**config.mk**
```make
export PLATFORM = sky130hd
export DESIGN_NAME = register_bank
export DESIGN_NICKNAME = d
export VERILOG_FILES = /design/src/rtl/register_bank.sv
export SDC_FILE = /design/constraint.sdc
export NUM_CORES = 1
export LEC_CHECK = 0
export BUFFER_PORTS_ARGS = -buffer_cell sky130_fd_sc_hd__buf_2
export CAP_MARGIN = 0
export CORE_MARGIN = 10
export CORE_UTILIZATION = 57
export CTS_BUF_LIST = sky130_fd_sc_hd__clkbuf_8
export CTS_CLUSTER_DIAMETER = 120
export DETAILED_ROUTE_END_ITERATION = 8
export GPL_ROUTABILITY_DRIVEN = 0
export PLACE_DENSITY_LB_ADDON = 0.3
export SLEW_MARGIN = 25
export SYNTH_ARGS = -nofsm -noshare
export SYNTH_HDL_FRONTEND = slang
export SYNTH_SLANG_ARGS = --single-unit
```
**constraint.sdc**
```tcl
create_clock -name clk -period 10.08 [get_ports clk]
set_clock_uncertainty 0.05 [all_clocks]
set_input_delay 0 -clock clk [delete_from_list [all_inputs] [get_ports clk]]
set_output_delay 0 -clock clk [all_outputs]
set_load 0.01 [all_outputs]
```
**src/rtl/register_bank.sv**
```systemverilog
// Multi-channel register bank: direct or shadowed loads, atomic commit, output pipeline.
// Define REGISTER_BANK_UPDATE_CNT_EN to add the 16-bit update_cnt output.
module register_bank #(
    parameter int               NBITS     = 16,
    parameter int               NCH       = 4,
    parameter int               DEPTH     = 1,
    parameter logic [NBITS-1:0] RESET_VAL = '0
) (
    input  logic                 clk,
    input  logic                 rst,
    input  logic [NCH-1:0]       ce,
    input  logic [NCH*NBITS-1:0] din,
    input  logic                 shadow_mode,
    input  logic                 commit,
    output logic [NCH*NBITS-1:0] dout,
    output logic                 dout_valid,
    output logic [NCH-1:0]       pending
`ifdef REGISTER_BANK_UPDATE_CNT_EN
    ,
    output logic [15:0]          update_cnt
`endif
);

    localparam int W = NCH * NBITS;
    localparam logic [W-1:0] RST_VEC = {NCH{RESET_VAL}};

    logic [W-1:0]   shadow_q, shadow_d;
    logic [W-1:0]   active_q, active_d;
    logic [NCH-1:0] pending_q, pending_d;
    logic           event_q, event_d;

    always_comb begin
        shadow_d  = shadow_q;
        active_d  = active_q;
        pending_d = pending_q;
        event_d   = shadow_mode ? commit : |ce;
        for (int i = 0; i < NCH; i++) begin
            if (ce[i]) begin
                shadow_d[i*NBITS +: NBITS] = din[i*NBITS +: NBITS];
            end
            if (!shadow_mode) begin
                if (ce[i]) begin
                    active_d[i*NBITS +: NBITS] = din[i*NBITS +: NBITS];
                end
            end else if (commit) begin
                // A load coinciding with commit bypasses its stale shadow.
                active_d[i*NBITS +: NBITS] = ce[i] ? din[i*NBITS +: NBITS]
                                                   : shadow_q[i*NBITS +: NBITS];
            end
        end
        if (!shadow_mode || commit) begin
            pending_d = '0;
        end else begin
            pending_d = pending_q | ce;
        end
    end

    always_ff @(posedge clk or posedge rst) begin
        if (rst) begin
            shadow_q  <= RST_VEC;
            active_q  <= RST_VEC;
            pending_q <= '0;
            event_q   <= 1'b0;
        end else begin
            shadow_q  <= shadow_d;
            active_q  <= active_d;
            pending_q <= pending_d;
            event_q   <= event_d;
        end
    end

    assign pending = pending_q;

    generate
        if (DEPTH == 0) begin : g_nopipe
            assign dout       = active_q;
            assign dout_valid = event_q;
        end else begin : g_pipe
            logic [W-1:0]     data_q [DEPTH];
            logic [W-1:0]     data_d [DEPTH];
            logic [DEPTH-1:0] vld_q, vld_d;

            // The whole bank moves as one word, so dout never mixes updates.
            always_comb begin
                data_d[0] = active_q;
                vld_d[0]  = event_q;
                for (int k = 1; k < DEPTH; k++) begin
                    data_d[k] = data_q[k-1];
                    vld_d[k]  = vld_q[k-1];
                end
            end

            always_ff @(posedge clk or posedge rst) begin
                if (rst) begin
                    for (int k = 0; k < DEPTH; k++) begin
                        data_q[k] <= RST_VEC;
                    end
                    vld_q <= '0;
                end else begin
                    for (int k = 0; k < DEPTH; k++) begin
                        data_q[k] <= data_d[k];
                    end
                    vld_q <= vld_d;
                end
            end

            assign dout       = data_q[DEPTH-1];
            assign dout_valid = vld_q[DEPTH-1];
        end
    endgenerate

`ifdef REGISTER_BANK_UPDATE_CNT_EN
    logic [15:0] cnt_q, cnt_d;

    always_comb begin
        cnt_d = cnt_q + {15'd0, event_d};
    end

    always_ff @(posedge clk or posedge rst) begin
        if (rst) begin
            cnt_q <= '0;
        end else begin
            cnt_q <= cnt_d;
        end
    end

    assign update_cnt = cnt_q;
`endif

endmodule

```
==> out/summary.txt, run 1 <==
Syn Inst Count - 622
Initial Util - 0.5874
Chip Width - 137.3 um
RR Startpoint - active_q[47]
element type at the critical path start - primary input
Num CTS Buffers - 17
synthesis-stage register bit count - 198
fin nets - 870
DR DRC count - 0
global-route wire length before repair - 29,110 um
Unique masters post-synth - 23
Max stage delay on crit path - 730 ps
Layout area overhead - 22.29%
Core ar. - 13,350 sq um
most common cell in the netlist - dfrtp_1
dominant synthesized flop cell - dfrtp_1
Overflow after GRT - 0
drt first pass iters - 5
Max H-tree Level - 4
power density over the cells - 175.9 nW/um^2
Arrival @ worst endpoint - 2690 ps
fin crit share - 0.2330
sequential area share after synthesis - 0.6320
CP Cell Sequence - dlygate4sd3_1 -> buf_4 -> buf_4 -> nor2b_2 -> a221o_1
post-CTS resize count - 0
Max Buffers Root-to-Sink - 2
Fmax - 425.7 MHz
Crit Path Max Fanout - 68
Avg Cell Area, Syn - 12.60 sq um
vias - 5,662
ys async rst share - 1.000
Root Buffer - clkbuf_8
outcome - finished clean
most common library cells after synthesis - dfrtp_1, mux2_2, o22ai_1
CTS Sinks - 198
All-Layer GR Usage - 0.1942
hold path startpoint - ce[0]
initial antenna violation count - 1
post-route ant nets - 0
initial DRC count - 337
Synth top area share - 0.6320
Final Setup Violations - 0
IO buf count - 140
reg2reg end - active_q[47]
worst-margin pin slew - 850.2 ps
dpl hpwl - 11,260 um
pin count of the biggest net entering global routing - 129
launch point of the critical path - shadow_mode
Max Cap Viol - 0
cell count along the critical path - 5
layout cells sized above 1 - 0.3160
delay-heaviest family, CP - buffers and inverters
Crit path top cell by count - buf_4
Yosys Warn Count - 0
CTS tree - yes
Mapped Area - 7840 sq um
Hold/Removal Path Class - primary input to flip-flop
IO Pins - 141
Post-Route Utilization - 0.7183
Synth area leader - dfrtp_1
CP max stage cell - nor2b_2
CP Capture Type - flip-flop
WL/cell - 18.62 um
Bufs and invs on worst path - 3
vias in the first global route - 5,896
reg-to-reg slack, setup - 8930 ps
Relative slew margins - 0.4332
clock-pin slew on the worst setup and hold paths - 90 ps
post-layout minimum cycle time - 2349 ps
critical path type - primary input to flip-flop
final WL - 18,400 um
critical path required time - 10,420 ps
Leakage - 0.004236 uW
row cnt - 42
Critical Path End - active_q[18]
Slew Limit Fails - 0
Synthesized Nets - 694
Clock Latency Late Sink - 450 ps
Post-synth EDFFs - 0
Hold Violations, Final - 0
die area - 18,850 sq um
Worst VDD drop - 0.08905 mV
top cells by area, synth - dfrtp_1, mux2_2, o22ai_1
reg2reg path depth - 3
Post-Route Setup TNS - 0 ps
via-per-instance ratio - 5.731
RSZ-0062 raised after global routing - no
die height - 137.3 um
area by class of cell:
type / instances / area, sq um
Antenna cell: 2 / 5.005
Clock buffer: 20 / 275.3
Clock inverter: 11 / 108.9
Fill cell: 875 / 3760
Inverter: 1 / 11.26
Multi-Input combinational cell: 371 / 2624
Sequential cell: 198 / 4955
Tap cell: 176 / 220.2
Timing Repair Buffer: 209 / 1389
metal layers:
layer / GRT usage / wire [um]
met1: 0.2310 / 7583
met2: 0.3305 / 9486
met3: 0.04625 / 950
met4: 0.08255 / 380
met5: 0 / 0
cell families after synthesis:
logic type	after synthesis	synth area share
buffers and inverters	53	0.03367
AO/OA/AOI/OAI	161	0.1360
flip-flops	198	0.6320
AND/OR/NAND/NOR	130	0.08347
multiplexers	80	0.1149
registers in the layout, indices dropped and copies added (netlist names):
register,cells
event_q,1
dout_valid,1
shadow_q,64
active_q,64
dout,64
pending,4
what timing repair did:
| item | CTS | global route |
|---|---|---|
| hold buffers | 66 | 0 |
| endpoints found under the setup margin | 0 | 0 |
| buffers inserted | 0 | 0 |
| hold endpoints to repair | 255 | 0 |
stage by stage:
| stage | cells | setup slack, ps | area [sq um] | total power [uW] | hold WS [ps] |
|---|---|---|---|---|---|
| after floorplan | 622 | 4633 | 7840 | 1096 | 78.61 |
| after global placement | 889 | 7642 | 8533 | 1172 | 183.8 |
| after detailed placement | 889 | 7870 | 8536 | 1191 | 192.9 |
| after CTS | 986 | 7776 | 9580 | 1696 | 47.45 |
| after global routing | 987 | 7596 | 9585 | 1759 | 46.20 |
| final | 988 | 7731 | 9588 | 1686 | 23.39 |
layout by cell type, fill, tap and decap left out, types with 5 or more instances in the layout:
cell type        n
dfrtp_1        198
buf_2          138
mux2_2          80
dlygate4sd3_1   66
o22ai_1         64
a21oi_1         49
nand2_1         34
nand2b_1        34
nor2_1          25
clkbuf_8        20
nand3_1         16
a221o_1         16
nor2b_1         16
a211oi_1        16
a311oi_1        16
clkinv_2         5
buf_4            5
how the worst min path moves through the flow:
stage	to	slack, ps	cells after the start
finish	shadow_q[8]	20	3
global route	shadow_q[12]	50	3
CTS	pending[1]	50	3
detailed placement	shadow_q[11]	190	3
global placement	shadow_q[4]	180	3
floorplan	shadow_q[0]	80	2
power by group:
group          total, uW  switching, uW  internal, uW
Combinational        257            132           125
Sequential           936           49.5           886
Clock                493            258           235
worst reg2reg max path, cell delays in order (launching register included):
cell	delay, ps
dfrtp_1	410
mux2_2	280
o22ai_1	180
a21oi_1	80
Note: power is estimated with default switching activity, not from simulation.
==> run 2, diff against run 1 <==
Settings changed: CORE_UTILIZATION 57 to 52.
Clock period 10.08 ns to 1.9 ns, I/O delays scaled along.
==> run 2 against run 1 <==
  * Final area increased by 3.5%
  * First-iteration DRC count increased by 32%
  * Sequential share of layout area decreased by 1.8 points
  * Die area increased by 8.2%
  * Critical path depth unchanged
  * Sequential power increased to 5.3 times the previous value
  * Worst hold slack improved by 45 ps
==> out/summary.txt, run 2 (same netlist as run 1, synthesis figures left out) <==
outcome - finished clean
most common cell after layout, fill and taps aside - dfrtp_1
final WL - 19,180 um
Max Cap Viol - 0
Fmax - 628.0 MHz
WL/cell - 18.66 um
Hold/Removal Path Class - primary input to flip-flop
Crit Path Max Fanout - 37
Hold Crit Depth - 4
initial DRC count - 446
Layout area overhead - 26.62%
fin crit share - 0.8381
Slew Limit Fails - 0
reg2reg path depth - 2
pin count of the biggest net entering global routing - 57
post-route ant nets - 0
element type at the critical path start - primary input
worst-margin pin slew - 751.9 ps
post-layout minimum cycle time - 1592 ps
dpl cells - 910
Crit path top cell by count - dlygate4sd3_1
CP Cell Sequence - dlygate4sd3_1 -> buf_2 -> nand2_1 -> dlygate4sd3_1 -> a311oi_1
power density over the cells - 907.0 nW/um^2
Overflow after GRT - 0
dpl hpwl - 12,000 um
CP max stage cell - dlygate4sd3_1
Clock Latency Late Sink - 470 ps
Max stage delay on crit path - 610 ps
global-route wire length before repair - 31,230 um
clock-pin slew on the worst setup and hold paths - 100 ps
Post-Route Setup TNS - 0 ps
critical path required time - 2230 ps
die height - 142.8 um
via-per-instance ratio - 5.676
CTS tree - yes
Fill cells - 1,047
row cnt - 44
vias in the first global route - 6,206
Root Buffer - clkbuf_8
Chip Width - 142.8 um
layout cells sized above 1 - 0.3191
Relative slew margins - 0.4988
Hold Slack - 68.84 ps
Arrival @ worst endpoint - 1920 ps
CP Capture Type - flip-flop
Max H-tree Level - 4
fin nets - 903
Final Setup Violations - 0
CTS Sinks - 198
Core ar. - 14,640 sq um
final worst slack - 307.7 ps
drt first pass iters - 6
IO buf count - 140
All-Layer GR Usage - 0.1913
Hold Violations, Final - 0
die area - 20,390 sq um
critical path type - primary input to flip-flop
Max Buffers Root-to-Sink - 2
commonest non-fill, non-tap cells in the layout - dfrtp_1, buf_2, dlygate4sd3_1
Worst VDD drop - 0.6057 mV
DR DRC count - 0
IO Pins - 141
Leakage - 0.004363 uW
vias - 5,835
Post-Place Worst Slack - 386.0 ps
Num CTS Buffers - 17
fin cells - 1,028
post-CTS resize count - 0
RSZ-0062 raised after global routing - no
Initial Util - 0.5354
initial antenna violation count - 0
## run 2: stage by stage
stage	area [sq um]	power, uW	utilization
after global placement	8687	6259	0.5932
after global routing	9925	9421	0.6777
after floorplan	7844	5816	-
after CTS	9925	9057	0.6777
final	9927	9004	0.6779
after detailed placement	8687	6348	0.5932
## run 2: report_power, final
group	leakage (uW)	switching (uW)	internal (uW)
clock network	0.000189	1440	1140
logic	0.00186	725	726
registers	0.00232	269	4700
## run 2: what timing repair did
action	4_1_cts	5_1_grt
hold endpoints to repair	320	0
buffers inserted	0	0
hold buffers	86	0
## run 2: layout make-up
class	instances	area (sq um)	area share
multi-input combinational	371	2621	0.2641
sequential	198	4955	0.4991
antenna	1	2.502	0.0002521
clock buffer	20	275.3	0.02773
inverter	1	7.507	0.0007562
clock inverter	11	101.3	0.01021
timing repair buffer	242	1734	0.1747
tap	184	230.2	0.02319
## run 2: critical path: cells and delay by family
family / cells / cell delay, ps
buf+inv: 3 / 1600
compound gates: 1 / 230
simple gates: 1 / 100
## run 2: final timing paths
path                               from      endpoint  slack [ps]
min reg2reg                     event_q    dout_valid         310
max                               ce[0]   active_q[9]         310
max reg2reg                shadow_q[33]  shadow_q[33]         510
min                               ce[3]    pending[3]          70
max in group asynchronous           rst      dout[31]        1030
min in group asynchronous           rst      dout[27]          90
## run 2: metal layers
metal / GRT usage / up-vias / wire length (um)
met4: 0.06732 / 0 / 277
met2: 0.3342 / 181 / 10070
met1: 0.2239 / 2968 / 7831
li1: - / 2663 / -
met5: 0 / - / 0
met3: 0.04876 / 23 / 1000
